### config.mk
export PLATFORM = sky130hd
export DESIGN_NAME = fifo_fwft_ctrl
export DESIGN_NICKNAME = d
export VERILOG_FILES = /design/src/rtl/fifo_fwft_ctrl.sv
export SDC_FILE = /design/constraint.sdc
export NUM_CORES = 1
export LEC_CHECK = 0
export ABC_AREA = 0
export CAP_MARGIN = 15
export CORE_MARGIN = 2
export CORE_UTILIZATION = 25
export DETAILED_ROUTE_END_ITERATION = 6
export SKIP_CTS_REPAIR_TIMING = 1
export SLEW_MARGIN = 10
export SYNTH_ARGS = -nofsm -noshare
export SYNTH_HDL_FRONTEND = slang
export SYNTH_SLANG_ARGS = --single-unit
### constraint.sdc
create_clock -name clk -period 3.3 [get_ports clk]
set_input_delay 0.66 -clock clk [delete_from_list [all_inputs] [get_ports clk]]
set_output_delay 0.66 -clock clk [all_outputs]
set_load 0.02 [all_outputs]
### src/rtl/fifo_fwft_ctrl.sv
// First-word-fall-through FIFO controller around a 1-cycle registered-read memory.
// A 2-entry output queue absorbs the read latency so valid/ready runs at one word per cycle.
module fifo_fwft_ctrl #(
   parameter int ADDR_WIDTH = 3,
   parameter int DATA_WIDTH = 8,
   parameter int AF_MARGIN  = 1
) (
   input  logic                  clk,
   input  logic                  rst_n,
   input  logic                  flush,
   input  logic                  wr_en,
   input  logic [DATA_WIDTH-1:0] wr_data,
   output logic                  full,
   output logic                  almost_full,
   output logic                  m_valid,
   output logic [DATA_WIDTH-1:0] m_data,
   input  logic                  m_ready,
   output logic [ADDR_WIDTH+1:0] level,
   output logic                  overflow,
   input  logic                  clr_err,
   output logic                  mem_w_en,
   output logic [ADDR_WIDTH-1:0] mem_w_addr,
   output logic [DATA_WIDTH-1:0] mem_w_data,
   output logic                  mem_r_en,
   output logic [ADDR_WIDTH-1:0] mem_r_addr,
   input  logic [DATA_WIDTH-1:0] mem_r_data
);

   localparam int DEPTH = 1 << ADDR_WIDTH;

   logic [ADDR_WIDTH:0]   wr_ptr;
   logic [ADDR_WIDTH:0]   rd_ptr;
   logic [ADDR_WIDTH:0]   mem_cnt;
   logic                  rd_inflight;
   logic [1:0]            ob_cnt;
   logic [DATA_WIDTH-1:0] ob_head;
   logic [DATA_WIDTH-1:0] ob_tail;
   logic [2:0]            pending;
   logic                  push;
   logic                  pop;
   logic                  issue;
   logic                  capture;

   assign mem_cnt     = wr_ptr - rd_ptr;
   assign full        = (mem_cnt == (ADDR_WIDTH+1)'(DEPTH));
   assign almost_full = (mem_cnt >= (ADDR_WIDTH+1)'(DEPTH - AF_MARGIN));

   assign m_valid = (ob_cnt != 2'd0);
   assign m_data  = m_valid ? ob_head : '0;
   assign pop     = m_valid & m_ready;

   // Words already committed to the output queue after this cycle's pop.
   assign pending = {1'b0, ob_cnt} + {2'b00, rd_inflight} - {2'b00, pop};
   assign push    = wr_en & ~full & ~flush;
   assign issue   = ~flush & (mem_cnt != '0) & (pending < 3'd2);
   assign capture = rd_inflight;

   assign mem_w_en   = push;
   assign mem_w_addr = wr_ptr[ADDR_WIDTH-1:0];
   assign mem_w_data = wr_data;
   assign mem_r_en   = issue;
   assign mem_r_addr = rd_ptr[ADDR_WIDTH-1:0];

   assign level = {1'b0, mem_cnt}
                + {{(ADDR_WIDTH+1){1'b0}}, rd_inflight}
                + {{ADDR_WIDTH{1'b0}}, ob_cnt};

   always_ff @(posedge clk or negedge rst_n) begin
      if (!rst_n) begin
         wr_ptr      <= '0;
         rd_ptr      <= '0;
         rd_inflight <= 1'b0;
         ob_cnt      <= 2'd0;
      end else if (flush) begin
         // Clearing rd_inflight also drops the read word returning next cycle.
         rd_ptr      <= wr_ptr;
         rd_inflight <= 1'b0;
         ob_cnt      <= 2'd0;
      end else begin
         if (push)
            wr_ptr <= wr_ptr + (ADDR_WIDTH+1)'(1);
         if (issue)
            rd_ptr <= rd_ptr + (ADDR_WIDTH+1)'(1);
         rd_inflight <= issue;
         ob_cnt      <= ob_cnt + {1'b0, capture} - {1'b0, pop};
      end
   end

   always_ff @(posedge clk or negedge rst_n) begin
      if (!rst_n)
         overflow <= 1'b0;
      else if (wr_en && full)
         overflow <= 1'b1;
      else if (clr_err)
         overflow <= 1'b0;
   end

   // Output queue storage; contents are don't-care whenever ob_cnt says empty.
   always_ff @(posedge clk) begin
      case ({capture, pop})
         2'b10: begin
            if (ob_cnt == 2'd0)
               ob_head <= mem_r_data;
            else
               ob_tail <= mem_r_data;
         end
         2'b01: ob_head <= ob_tail;
         2'b11: begin
            if (ob_cnt == 2'd1)
               ob_head <= mem_r_data;
            else begin
               ob_head <= ob_tail;
               ob_tail <= mem_r_data;
            end
         end
         default: ;
      endcase
   end

   always_comb begin
      if (mem_w_en && mem_r_en && (mem_w_addr == mem_r_addr))
         assert (mem_cnt == (ADDR_WIDTH+1)'(DEPTH));
   end

endmodule

==> summary.txt <==
Layout
  – Area of the multi-input gates: 905 um^2
  – Most common cell after layout, fill and taps aside: clkdlybuf4s50_1
  – Finished Core Util: 34.4%
  – Final layout net count: 256
  – Commonest non-fill, non-tap cells in the layout: clkdlybuf4s50_1, buf_4, inv_1, edfxtp_1
  – Area Overhead vs Synth: 33.2%
  – Register area: 781 um^2
  – Post-Layout Inst Area: 0.00248 mm^2
  – Fillers: 755
  – Share of cells above drive strength 1: 18.8%
  – Ant diodes: 0

Clocking
  – Clock latency on the worst-skew pair: 0.27 ns
  – Number of CTS-inserted buffers: 3
  – CTS tree: done
  – Worst-path clk slew: 0.10 ns
  – H-tree Lvls: 1
  – # clock sinks: 28
  – Root Buffer: clkbuf_8
  – CTS Buffer Depth: 2

Floorplanning
  – Initial Util: 25.8%
  – I/O pins: 55
  – Die height: 90.3 um
  – Core area: 0.00721 mm^2
  – Die W: 90.3 um
  – Die area: 0.00815 mm^2
  – Row count: 31

Synthesis
  – Syn_area_per_cell: 10.9 um^2
  – Share of the yosys chip area belonging to registers: 41.9%
  – Syn. warnings: 0
  – Mapped Nets: 208
  – Yosys cell types: 40
  – Synthesized instance count: 171
  – Mapped cell area: 0.00186 mm^2
  – Synthesis-stage register bit count: 28

Routing
  – Drt wl/cell: 12.6 um
  – Vias: 1359
  – Vias/cell: 4.29
  – Starting DRT DRC Count: 60
  – DRT Wirelength: 3980 um
  – Residual DRC: 0
  – Routed Antenna Nets: 0
  – TritonRoute pass-1 iters: 4

STA
  – Fin crit share: 107%
  – Fmax achieved: 284 MHz
  – Min Hold Slack: 0.528 ns
  – Final hold vios: 0
  – Slew headroom: 60.8%
  – Final setup skew: 0.00284 ns
  – Final setup fails: 1
  – RSZ-0062 raised after global routing: true
  – Crit path time final: 3.52 ns
  – Slew Viols, Final: 0
  – Setup ws final: -0.220 ns
  – Worst-Margin Slew: 0.586 ns

Pwr
  – Pwr Density: 1210 mW/mm^2
  – LEAKAGE: 0.00110 uW
  – Maximum VDD drop: 0.487 mV

GRT
  – Initial antenna violation count: 0
  – Global-route wire length before repair: 6620 um
  – All-Layer GR Usage: 9.99%
  – Gr ovfl total: 0
  – Vias in the first global route: 1361
  – Largest net degree at the start of global routing: 16

Min path
  – Hold Crit Start: overflow$_DFFE_PN0P_
  – Hold Path End: overflow$_DFFE_PN0P_
  – Hold path depth: 1
  – Min-delay worst type: reg -> reg

Setup path
  – Crit-path cells: clkdlybuf4s50_1, nand2_1, inv_1, ha_1, inv_1, ha_1, fa_2, or3_4, a31oi_4, buf_6
  – Max incr delay on CP: 0.47 ns
  – Crit-path max FO: 2
  – Critical Path AT: 2.86 ns
  – Reg2reg path depth: 12
  – Required time worst endpoint: 2.64 ns
  – Critical path class: in -> out
  – Critical Path Slowest Stage Cell: clkdlybuf4s50_1
  – FF-to-FF setup slack: 0.52 ns
  – CP top delay family: adder cells
  – Worst r2r src: ob_cnt[1]$_DFF_PN0_
  – WP buf/inv: 4
  – R2r endpoint: rd_ptr[3]$_DFFE_PN0P_
  – Startpoint types: primary input
  – Endpoint class of the critical path: output pin

Run status
  – Status: finished, violations left
  – Failing checks: negative setup slack

Run
  – Max-Cap Viols: 0

Placed design
  – # port buffers: 38
  – Routability cong.: 0.816
  – Dpl hpwl: 3150 um
  – Area after DPL: 0.00241 mm^2
-- metrics by stage --
step                total power [uW]  setup TNS, ns  instances  setup slack, ns
finish                          3000         -0.220        317           -0.220
global route                    3290         -0.352        317           -0.331
CTS                             3090          -2.09        316           -0.749
detailed placement              2880         -0.792        312           -0.741
global placement                2860         -0.762        312           -0.738
floorplan                       2000              0        171           0.0201
-- final cells by class --
type | count | share of cell area (%)
clock buffers | 3 | 1.66
clock inverters | 1 | 0.151
inverters | 19 | 2.88
multi-input cells | 107 | 36.5
flip-flops and latches | 28 | 31.5
well taps | 99 | 4.99
repair buffers | 60 | 22.4
-- Yosys cell counts --
library cell | instances | share of area, %
a21o_2 | 1 | 0.47
o211a_1 | 1 | 0.54
xor2_1 | 4 | 1.9
xnor2_1 | 6 | 2.8
mux2i_1 | 8 | 4.3
dfrtp_1 | 12 | 16
o21ai_4 | 1 | 0.87
clkbuf_1 | 2 | 0.40
or3_4 | 1 | 0.60
and2_1 | 1 | 0.34
nor2b_1 | 12 | 4.0
buf_6 | 1 | 0.60
a21o_1 | 1 | 0.40
nor2_1 | 7 | 1.4
a22o_1 | 1 | 0.47
and3b_4 | 1 | 0.67
inv_1 | 19 | 3.8
a221o_1 | 1 | 0.54
o211ai_1 | 2 | 0.81
or2_2 | 1 | 0.34
nor3b_2 | 1 | 0.67
nor2_2 | 1 | 0.34
nand3_1 | 3 | 0.81
and3_1 | 2 | 0.67
mux2_4 | 1 | 0.81
a31oi_4 | 1 | 1.1
nor3_1 | 2 | 0.54
a211oi_1 | 1 | 0.40
buf_4 | 14 | 5.6
a311oi_1 | 1 | 0.47
nand2_1 | 4 | 0.81
or3_1 | 1 | 0.34
or3b_2 | 1 | 0.47
fa_1 | 4 | 4.3
edfxtp_1 | 16 | 26
o21ai_0 | 12 | 3.2
a22oi_1 | 8 | 3.2
o31ai_1 | 2 | 0.81
ha_1 | 11 | 7.4
a31oi_1 | 2 | 0.67
-- report_power, final --
group	total, uW	internal (uW)	leakage, uW	switching, uW
clock	189	83.5	0.0000231	106
sequential	633	553	0.000299	80.0
combinational	2180	1040	0.000777	1150
-- layer usage --
layer | vias up | GRT usage [%] | wire length (um)
met2 | 40 | 16.1 | 1950
li1 | 678 | - | -
met1 | 639 | 13.3 | 1770
met3 | 2 | 2.59 | 243
met5 | - | 0 | 0
met4 | 0 | 2.69 | 26
-- flip-flops by register name (all words and copies together), names as in the netlist --
| register | flops |
|---|---|
| ob_cnt | 2 |
| capture | 1 |
| overflow | 1 |
| wr_ptr | 4 |
| ob_head | 8 |
| ob_tail | 8 |
| rd_ptr | 4 |
-- worst max-delay path by stage --
stage / end / from / cells past startpoint / slack [ns]
CTS: mem_r_en / m_ready / 11 / -0.75
global placement: mem_r_en / m_ready / 11 / -0.74
global route: mem_r_en / m_ready / 10 / -0.33
detailed placement: mem_r_en / m_ready / 11 / -0.74
floorplan: mem_r_en / ob_cnt[1]$_DFF_PN0_ / 11 / 0.02
finish: mem_r_en / m_ready / 10 / -0.22
-- cells by family (layout without fill, tap and decap cells) --
| kind of cell | after synthesis | count (layout) | share of synthesized area (%) |
|---|---|---|---|
| flip-flops | 28 | 28 | 41.9 |
| adder cells (fa/ha/maj) | 15 | 15 | 11.7 |
| buffers and inverters | 36 | 83 | 10.5 |
| AND/OR/NAND/NOR | 38 | 38 | 12.0 |
| multiplexers | 9 | 9 | 5.11 |
| XOR/XNOR | 10 | 10 | 4.70 |
| AO/OA/AOI/OAI | 35 | 35 | 14.0 |
Power figures use the tool's default switching activity.
